==> config.mk <==
export PLATFORM = sky130hd
export DESIGN_NAME = key_pulse_generator_flat
export DESIGN_NICKNAME = d
export VERILOG_FILES = /design/src/rtl/key_pulse_generator_pkg.sv /design/src/rtl/key_pulse_generator_if.sv /design/src/rtl/key_sync.sv /design/src/rtl/key_pulse_generator.sv /design/src/flat_wrapper.sv
export SDC_FILE = /design/constraint.sdc
export NUM_CORES = 1
export LEC_CHECK = 0
export ABC_AREA = 1
export CORE_ASPECT_RATIO = 0.7
export CORE_UTILIZATION = 55
export DETAILED_ROUTE_END_ITERATION = 8
export PLACE_DENSITY_LB_ADDON = 0.2
export RECOVER_POWER = 25
export SYNTH_ARGS = -nofsm -noshare
export SYNTH_HDL_FRONTEND = slang
export SYNTH_SLANG_ARGS = --single-unit
==> constraint.sdc <==
create_clock -name PIN_Y2 -period 3.66 [get_ports PIN_Y2]
set_input_delay 0.732 -clock PIN_Y2 [delete_from_list [all_inputs] [get_ports PIN_Y2]]
set_output_delay 0.732 -clock PIN_Y2 [all_outputs]
set_load 0.01 [all_outputs]
==> src/rtl/key_pulse_generator_pkg.sv <==
// Shared types and constants for the key pulse generator and its digit counter.
package key_pulse_generator_pkg;

  typedef enum logic [1:0] {
    StIdle,
    StHigh,
    StLow,
    StFin
  } state_e;

  localparam logic [3:0] BcdMax = 4'd9;
  localparam int unsigned DefaultHighCycles = 4;
  localparam int unsigned DefaultLowCycles  = 4;

  function automatic logic [3:0] bcd_inc(input logic [3:0] d);
    return (d >= BcdMax) ? 4'd0 : d + 4'd1;
  endfunction

endpackage

==> src/rtl/key_pulse_generator_if.sv <==
// Board-facing signal bundle: start key and count switches in, pulse train and status out.
interface key_pulse_generator_if;

  logic       KEY_1;
  logic [3:0] SW;
  logic       PULSE;
  logic       BUSY;
  logic       DONE;
  logic       ERR;
  logic       W;
  logic       X;
  logic       Y;
  logic       Z;

  modport master (
    output KEY_1, SW,
    input  PULSE, BUSY, DONE, ERR, W, X, Y, Z
  );

  modport slave (
    input  KEY_1, SW,
    output PULSE, BUSY, DONE, ERR, W, X, Y, Z
  );

endinterface

==> src/rtl/key_sync.sv <==
// Two-flop synchronizer and falling-edge detector for an active-low push button.
module key_sync (
  input  logic clk_i,
  input  logic rst_ni,
  input  logic key_ni,
  output logic fall_o
);

  logic       sync1_q;
  logic       sync2_q;
  logic       prev_q;
  logic       armed_q;
  logic [1:0] fill_q;

  // Edges only count once the key has been seen released with real post-reset samples,
  // so a key held through reset cannot fire a start.
  always_ff @(posedge clk_i or negedge rst_ni) begin
    if (!rst_ni) begin
      sync1_q <= 1'b1;
      sync2_q <= 1'b1;
      prev_q  <= 1'b1;
      fill_q  <= 2'b00;
      armed_q <= 1'b0;
    end else begin
      sync1_q <= key_ni;
      sync2_q <= sync1_q;
      prev_q  <= sync2_q;
      fill_q  <= {fill_q[0], 1'b1};
      if (fill_q[1] && sync2_q) begin
        armed_q <= 1'b1;
      end
    end
  end

  assign fall_o = armed_q & prev_q & ~sync2_q;

endmodule

==> src/rtl/key_pulse_generator.sv <==
// Emits a burst of SW key pulses on a button press and tracks the receiver's expected digit.
module key_pulse_generator
  import key_pulse_generator_pkg::*;
#(
  parameter int unsigned HIGH_CYCLES = DefaultHighCycles,
  parameter int unsigned LOW_CYCLES  = DefaultLowCycles
) (
  input logic                  PIN_Y2,
  input logic                  KEY_0,
  key_pulse_generator_if.slave bus
);

  localparam int unsigned MaxCycles = (HIGH_CYCLES > LOW_CYCLES) ? HIGH_CYCLES : LOW_CYCLES;
  localparam int unsigned TimerW    = (MaxCycles > 1) ? $clog2(MaxCycles) : 1;
  localparam logic [TimerW-1:0] HighLoad = TimerW'(HIGH_CYCLES - 1);
  localparam logic [TimerW-1:0] LowLoad  = TimerW'(LOW_CYCLES - 1);

  state_e            state_q;
  logic [TimerW-1:0] timer_q;
  logic [3:0]        rem_q;
  logic [3:0]        digit_q;
  logic              pulse_q;
  logic              busy_q;
  logic              done_q;
  logic              err_q;
  logic              start;
  logic [3:0]        rem_dec;

  key_sync u_key_sync (
    .clk_i  (PIN_Y2),
    .rst_ni (KEY_0),
    .key_ni (bus.KEY_1),
    .fall_o (start)
  );

  assign rem_dec = rem_q - 4'd1;

  always_ff @(posedge PIN_Y2 or negedge KEY_0) begin
    if (!KEY_0) begin
      state_q <= StIdle;
      timer_q <= '0;
      rem_q   <= 4'd0;
      digit_q <= 4'd0;
      pulse_q <= 1'b0;
      busy_q  <= 1'b0;
      done_q  <= 1'b0;
      err_q   <= 1'b0;
    end else begin
      done_q <= 1'b0;
      unique case (state_q)
        StIdle: begin
          if (start) begin
            if (bus.SW > BcdMax) begin
              err_q <= 1'b1;
            end else begin
              err_q  <= 1'b0;
              rem_q  <= bus.SW;
              busy_q <= 1'b1;
              if (bus.SW != 4'd0) begin
                state_q <= StHigh;
                pulse_q <= 1'b1;
                timer_q <= HighLoad;
              end else begin
                state_q <= StFin;
                done_q  <= 1'b1;
                timer_q <= '0;
              end
            end
          end
        end
        StHigh: begin
          if (timer_q != '0) begin
            timer_q <= timer_q - TimerW'(1);
          end else begin
            pulse_q <= 1'b0;
            rem_q   <= rem_dec;
            digit_q <= bcd_inc(digit_q);
            if (rem_dec != 4'd0) begin
              state_q <= StLow;
              timer_q <= LowLoad;
            end else begin
              state_q <= StFin;
              done_q  <= 1'b1;
              timer_q <= '0;
            end
          end
        end
        StLow: begin
          if (timer_q != '0) begin
            timer_q <= timer_q - TimerW'(1);
          end else begin
            state_q <= StHigh;
            pulse_q <= 1'b1;
            timer_q <= HighLoad;
          end
        end
        StFin: begin
          state_q <= StIdle;
          busy_q  <= 1'b0;
          timer_q <= '0;
        end
        default: state_q <= StIdle;
      endcase
    end
  end

  assign bus.PULSE = pulse_q;
  assign bus.BUSY  = busy_q;
  assign bus.DONE  = done_q;
  assign bus.ERR   = err_q;
  assign {bus.W, bus.X, bus.Y, bus.Z} = digit_q;

endmodule
==> src/flat_wrapper.sv <==
// flat-port wrapper written by rule: the top's interface ports become plain ports
module key_pulse_generator_flat import key_pulse_generator_pkg::*;
#(
  parameter int unsigned HIGH_CYCLES = DefaultHighCycles,
  parameter int unsigned LOW_CYCLES  = DefaultLowCycles
)
  (PIN_Y2, KEY_0, bus_KEY_1, bus_SW, bus_PULSE, bus_BUSY, bus_DONE, bus_ERR, bus_W, bus_X, bus_Y, bus_Z);
  key_pulse_generator_if bus_i ();
  input logic PIN_Y2;
  input logic KEY_0;
  input wire logic [$bits(bus_i.KEY_1)-1:0] bus_KEY_1;
  input wire logic [$bits(bus_i.SW)-1:0] bus_SW;
  output wire logic [$bits(bus_i.PULSE)-1:0] bus_PULSE;
  output wire logic [$bits(bus_i.BUSY)-1:0] bus_BUSY;
  output wire logic [$bits(bus_i.DONE)-1:0] bus_DONE;
  output wire logic [$bits(bus_i.ERR)-1:0] bus_ERR;
  output wire logic [$bits(bus_i.W)-1:0] bus_W;
  output wire logic [$bits(bus_i.X)-1:0] bus_X;
  output wire logic [$bits(bus_i.Y)-1:0] bus_Y;
  output wire logic [$bits(bus_i.Z)-1:0] bus_Z;
  assign bus_i.KEY_1 = bus_KEY_1;
  assign bus_i.SW = bus_SW;
  assign bus_PULSE = bus_i.PULSE;
  assign bus_BUSY = bus_i.BUSY;
  assign bus_DONE = bus_i.DONE;
  assign bus_ERR = bus_i.ERR;
  assign bus_W = bus_i.W;
  assign bus_X = bus_i.X;
  assign bus_Y = bus_i.Y;
  assign bus_Z = bus_i.Z;
  key_pulse_generator #(.HIGH_CYCLES(HIGH_CYCLES), .LOW_CYCLES(LOW_CYCLES)) u_core (.PIN_Y2(PIN_Y2), .KEY_0(KEY_0), .bus(bus_i));
endmodule
Word-level counts from Yosys, hierarchy flattened. Index checks and enable logic that the tools add are counted.

RAM bits: 0. Input port bits: 7. Memories kept: 0. Register bits: 22. Bits in read-only memories: 0. Logic and storage cells: 80. Output and inout bits: 8. Latch bits: 0.

Muxes and demuxes: 35. Shifts and indexed selects: 0. Divide/modulo/power cells: 0. $mul: 0. Equality and inequality tests: 8. Bitwise operators: 4. Reduce and logical (&&, ||, !) cells: 15. Add/subtract/negate cells: 3. Order comparisons: 2.

Operator list (count): $mux W2 (11); $mux W4 (4); $pmux W2 S4 (2); $mux W1 (14); $pmux W4 S2 (1); $reduce_and A4 Y1 (2); $reduce_bool A4 Y1 (2); $ne A2 B2 Y1 const B (3); $reduce_and A2 Y1 (3); $reduce_and A6 Y1 (1); $reduce_bool A2 Y1 (3); $add A4 B1 Y4 const B (1); $eq A2 B2 Y1 const B (2); $ge A4 B4 Y1 const B (1); $gt A4 B4 Y1 const B (1); $ne A2 B1 Y1 const B (2); $pmux W1 S2 (2); $sub A4 B1 Y4 const B (1); $pmux W1 S3 (1); $reduce_and A3 Y1 (1); $reduce_bool A3 Y1 (1); $and A1 B1 Y1 (2); $eq A2 B1 Y1 const B (1); $logic_not A2 Y1 (1); 3 further kinds (4).

Depth between registers and ports, before layout.
Depth in word-level cells: 5. Gate-level depth with buffers: 11. Gate-level depth less buffers: 11.

Cells and area by module. From an unflattened synthesis, not the netlist that was laid out.

Cells, all modules: 146. Area, all modules: 1204.9 µm².

By module, submodules not included: key_pulse_generator (seq. area each 400.4 µm², area each 1026.0 µm², times used 1, cells each 134); key_sync (seq. area each 153.9 µm², area each 178.9 µm², times used 1, cells each 12).

Worst setup path before layout. Ideal clock, no wire load.

Path kind: input port to flip-flop. From: input bus_SW[1]. To: register u_core.timer_q[1]. Stages on the path: 6. Data required time: 3.533 ns. Path slack: 2.095 ns. Setup time: 0.127 ns. Buffers on the path: 0. Data arrival time: 1.438 ns. Path through: o21ai_1 > nand2_1 > o21ai_1 > inv_1 > nor2_1 > a21oi_1.

Longest elaborated chain between the ends: 5. Elaborated cells on any way between the ends: 8. Classes of those cells: order compare (1); eq/ne (1); mux (4); reduce/logical (2).

RTL lines: start: declaration (line flat_wrapper.sv:12) `input wire logic [$bits(bus_i.SW)-1:0] bus_SW;`; $reduce_bool A4 Y1 (line key_pulse_generator.sv:59) `if (bus.SW != 4'd0) begin`; $mux W2 (line key_pulse_generator.sv:59); $mux W2 (line key_pulse_generator.sv:53) `if (bus.SW > BcdMax) begin`; $mux W2 (line key_pulse_generator.sv:52) `if (start) begin`; $pmux W2 S4 (line key_pulse_generator.sv:50) `unique case (state_q)`; end signal: assignment (line key_pulse_generator.sv:62) `timer_q <= HighLoad;`; end signal: assignment (line key_pulse_generator.sv:73) `timer_q <= timer_q - TimerW'(1);`; end signal: assignment (line key_pulse_generator.sv:80) `timer_q <= LowLoad;`; end: declaration (line key_pulse_generator.sv:19) `logic [TimerW-1:0] timer_q;`.

Several ways; a longest one is shown, not always the timed one. The select of a mux whose other input is x is not followed. A chain may end at the register's enable or synchronous reset.

Final worst setup path.
From: input bus_SW[2]. To: register u_core.timer_q[1].

Same word-level chain as after synthesis.

==> flow_summary.json <==
{
  "status": "complete, no violations",
  "worst_slew_pin_slew_ps": 972,
  "synth_area_sq_mm": 0.00117,
  "synth_compound_area_frac": 0.147,
  "muxShareOfSynthArea": 0,
  "grt_overflow": 0,
  "drc_errors": 0,
  "synth-xor-area-share": 0,
  "hold_viol": 0,
  "antenna_found_initial": 0,
  "async_reset_ff_frac": 1.00,
  "dr.first_iter.drc_count": 48,
  "rows": 13,
  "setup_viol": 0,
  "synthTopCellsByCount": "27 x nand2_1, 19 x dfrtp_1, 17 x inv_1",
  "final-instance-count-excl-fill": 169,
  "synthesis.nets": 143,
  "io_pins": 15,
  "slew_headroom": 0.350,
  "synth_top_cell_area_share": 0.406,
  "worstPathRequired_ps": 3860,
  "yosysSeqAreaShare": 0.473,
  "post-dp-hpwl_microns": 1850,
  "max_freq_mhz": 474,
  "port_buffers": 14,
  "path_class": "input pin to flip-flop",
  "arrival_ps": 2310,
  "synth_flop_cell": "dfrtp_1",
  "ys_ff_latch": 22,
  "cts_max_level": 1,
  "crit_path_start_kind": "input pin",
  "core_area_sq_mm": 0.00194,
  "cts_tree": "done",
  "clock_path_buffers": 2,
  "diodes": 0,
  "final_max_slew_viol_count": 0,
  "synth_fa_ha_area_frac": 0.0747,
  "grt_pass1_wl_microns": 3870,
  "clock_skew_ps": 6.13,
  "yosys.area_share.simple": 0.237,
  "p_per_area_mw_per_mm2": 764,
  "die_area_sq_mm": 0.00232,
  "nets": 162,
  "fin_hold_ws_ps": 365,
  "layout-drive-gt1-share": 0.122,
  "fin_crit_ps": 2110,
  "hold_path_class": "flip-flop to flip-flop",
  "syn_inst": 129,
  "avgRoutedWirePerCell_microns": 13.9,
  "synth_area_leaders": "dfrtp_1 41%, nand2_1 8.6%, ha_1 7.5%",
  "routed_wl_microns": 2350,
  "gp_congestion": 0.911,
  "track_usage": 0.236,
  "tns_ps": 0,
  "vias_per_cell": 5.51,
  "ant_nets": 0,
  "end_kind": "flip-flop",
  "post-cts-setup-buffer-count": 0,
  "synth_top_family_by_area": "simple AND/OR/NAND/NOR gates",
  "grt_max_degree": 23,
  "hold_buffers": 0,
  "cap_violations": 0,
  "rsz0062_at_grt": "no",
  "die_h_microns": 40.6,
  "clk_latency_ps": 310,
  "first_pass_iters": 4,
  "synth_edf_count": 0,
  "ir_drop_mv": 0.330,
  "dp.cells": 165,
  "p_leak_nw": 0.638,
  "yosysWarningCount": 0,
  "area_growth_pct": 18.1,
  "critPathMaxFanout": 3,
  "initial_core_util": 0.606,
  "synth_top_area_cell": "dfrtp_1",
  "min_period_over_period": 0.576,
  "cts.clk_slew.worst_paths_ps": 120,
  "vias": 931,
  "syn_area_per_cell_sq_um": 9.09,
  "cts_root_buf": "clkbuf_4",
  "yosysMostFrequentCell": "nand2_1",
  "cts_resized": 0,
  "numCtsBuffers": 3,
  "yosysUniqueCellTypes": 27,
  "cts.sinks": 22,
  "first_global_vias": 830,
  "dieWidth_microns": 57.2
}
-- worst max-delay path, cell delays in order --
cell and delay [ps]:
dlygate4sd3_1 570, o21ai_0 400, nand2_1 170, o21ai_1 210
inv_1 70, nor2_1 80, a21oi_1 70
-- final timing paths --
check	from	to	slack (ps)	cells after the start
setup / recovery	bus_SW[2]	u_core.timer_q[1]$_DFFE_PN0P_	1550	7
min in group asynchronous	KEY_0	u_core.digit_q[0]$_DFFE_PN0P_	1010	1
hold / removal	u_core.u_key_sync.fill_q[0]$_DFF_PN0_	u_core.u_key_sync.fill_q[1]$_DFF_PN0_	370	0
hold reg to reg	u_core.u_key_sync.fill_q[0]$_DFF_PN0_	u_core.u_key_sync.fill_q[1]$_DFF_PN0_	370	0
max in group asynchronous	KEY_0	u_core.timer_q[1]$_DFFE_PN0P_	2060	1
setup reg to reg	u_core.timer_q[0]$_DFFE_PN0P_	u_core.digit_q[3]$_DFFE_PN0P_	2110	6
-- cells by family after synthesis --
group                      Yosys count
adders and majority gates            7
and+or+nand+nor                     54
buffers and inverters               19
DFF                                 22
other                                1
AOI/OAI and AO/OA                   26
-- cell type report --
| type | instances | area (sq um) |
|---|---|---|
| clock inverters | 1 | 30.0 |
| repair buffers | 14 | 140 |
| multi-input cells | 88 | 534 |
| fillers | 147 | 551 |
| inverters | 19 | 76.3 |
| flip-flops and latches | 22 | 554 |
| clock buffers | 3 | 22.5 |
| well taps | 22 | 27.5 |
-- layer usage --
metal	share of wire	wire length (microns)	vias up	GRT usage
met5	0	0	-	0
met4	0.0064	15	0	0.0549
met3	0.096	225	2	0.0694
met2	0.45	1040	42	0.394
met1	0.45	1060	428	0.313
li1	-	-	459	-
-- metrics by stage --
stage                     total power, mW  utilization  setup slack, ps  cell area (sq um)
final                                1.06        0.716             1550               1390
after global routing                 1.15        0.716             1410               1390
after CTS                            1.07        0.719             1590               1390
after detailed placement            0.881        0.692             1510               1340
after global placement              0.854        0.692             1580               1340
after floorplan                     0.714            -             2090               1170
-- report_power, final --
part	leakage [nW]	switching [mW]	internal (mW)
Clock	0.0279	0.0739	0.111
Combinational	0.350	0.283	0.192
Sequential	0.260	0.0799	0.320
-- sequential cells by signal, indices dropped and copies added (netlist names) --
name and cells:
u_core.digit_q 4, u_core.rem_q 4, u_core.state_q 2, u_core.timer_q 2
u_core.u_key_sync.fill_q 2, u_core.bus.BUSY 1, u_core.bus.DONE 1, u_core.bus.ERR 1
u_core.bus.PULSE 1, u_core.u_key_sync.armed_q 1, u_core.u_key_sync.prev_q 1, u_core.u_key_sync.sync1_q 1
u_core.u_key_sync.sync2_q 1
-- layout by cell type (no fill, tap or decap) --
master and instances:
nor2_4 2, dlygate4sd3_1 3, nand3_1 10, nor2_8 1, nor2_1 10, a31oi_1 1, a31oi_2 1, nand2_1 28
nand2_4 1, a21o_1 1, clkbuf_4 3, dfstp_2 2, a21oi_2 1, clkinv_4 1, inv_2 1, o21ai_2 1
bufinv_16 1, o211ai_1 3, dfstp_1 1, a41oi_2 1, o22ai_1 2, a21boi_0 1, o21ai_0 9, nor2_2 1
clkdlybuf4s50_1 11, inv_1 17, ha_1 7, nand3_4 1, a21oi_1 2, o21ai_1 3, conb_1 1, dfrtp_1 19
Note: power is estimated with default switching activity, not from simulation.
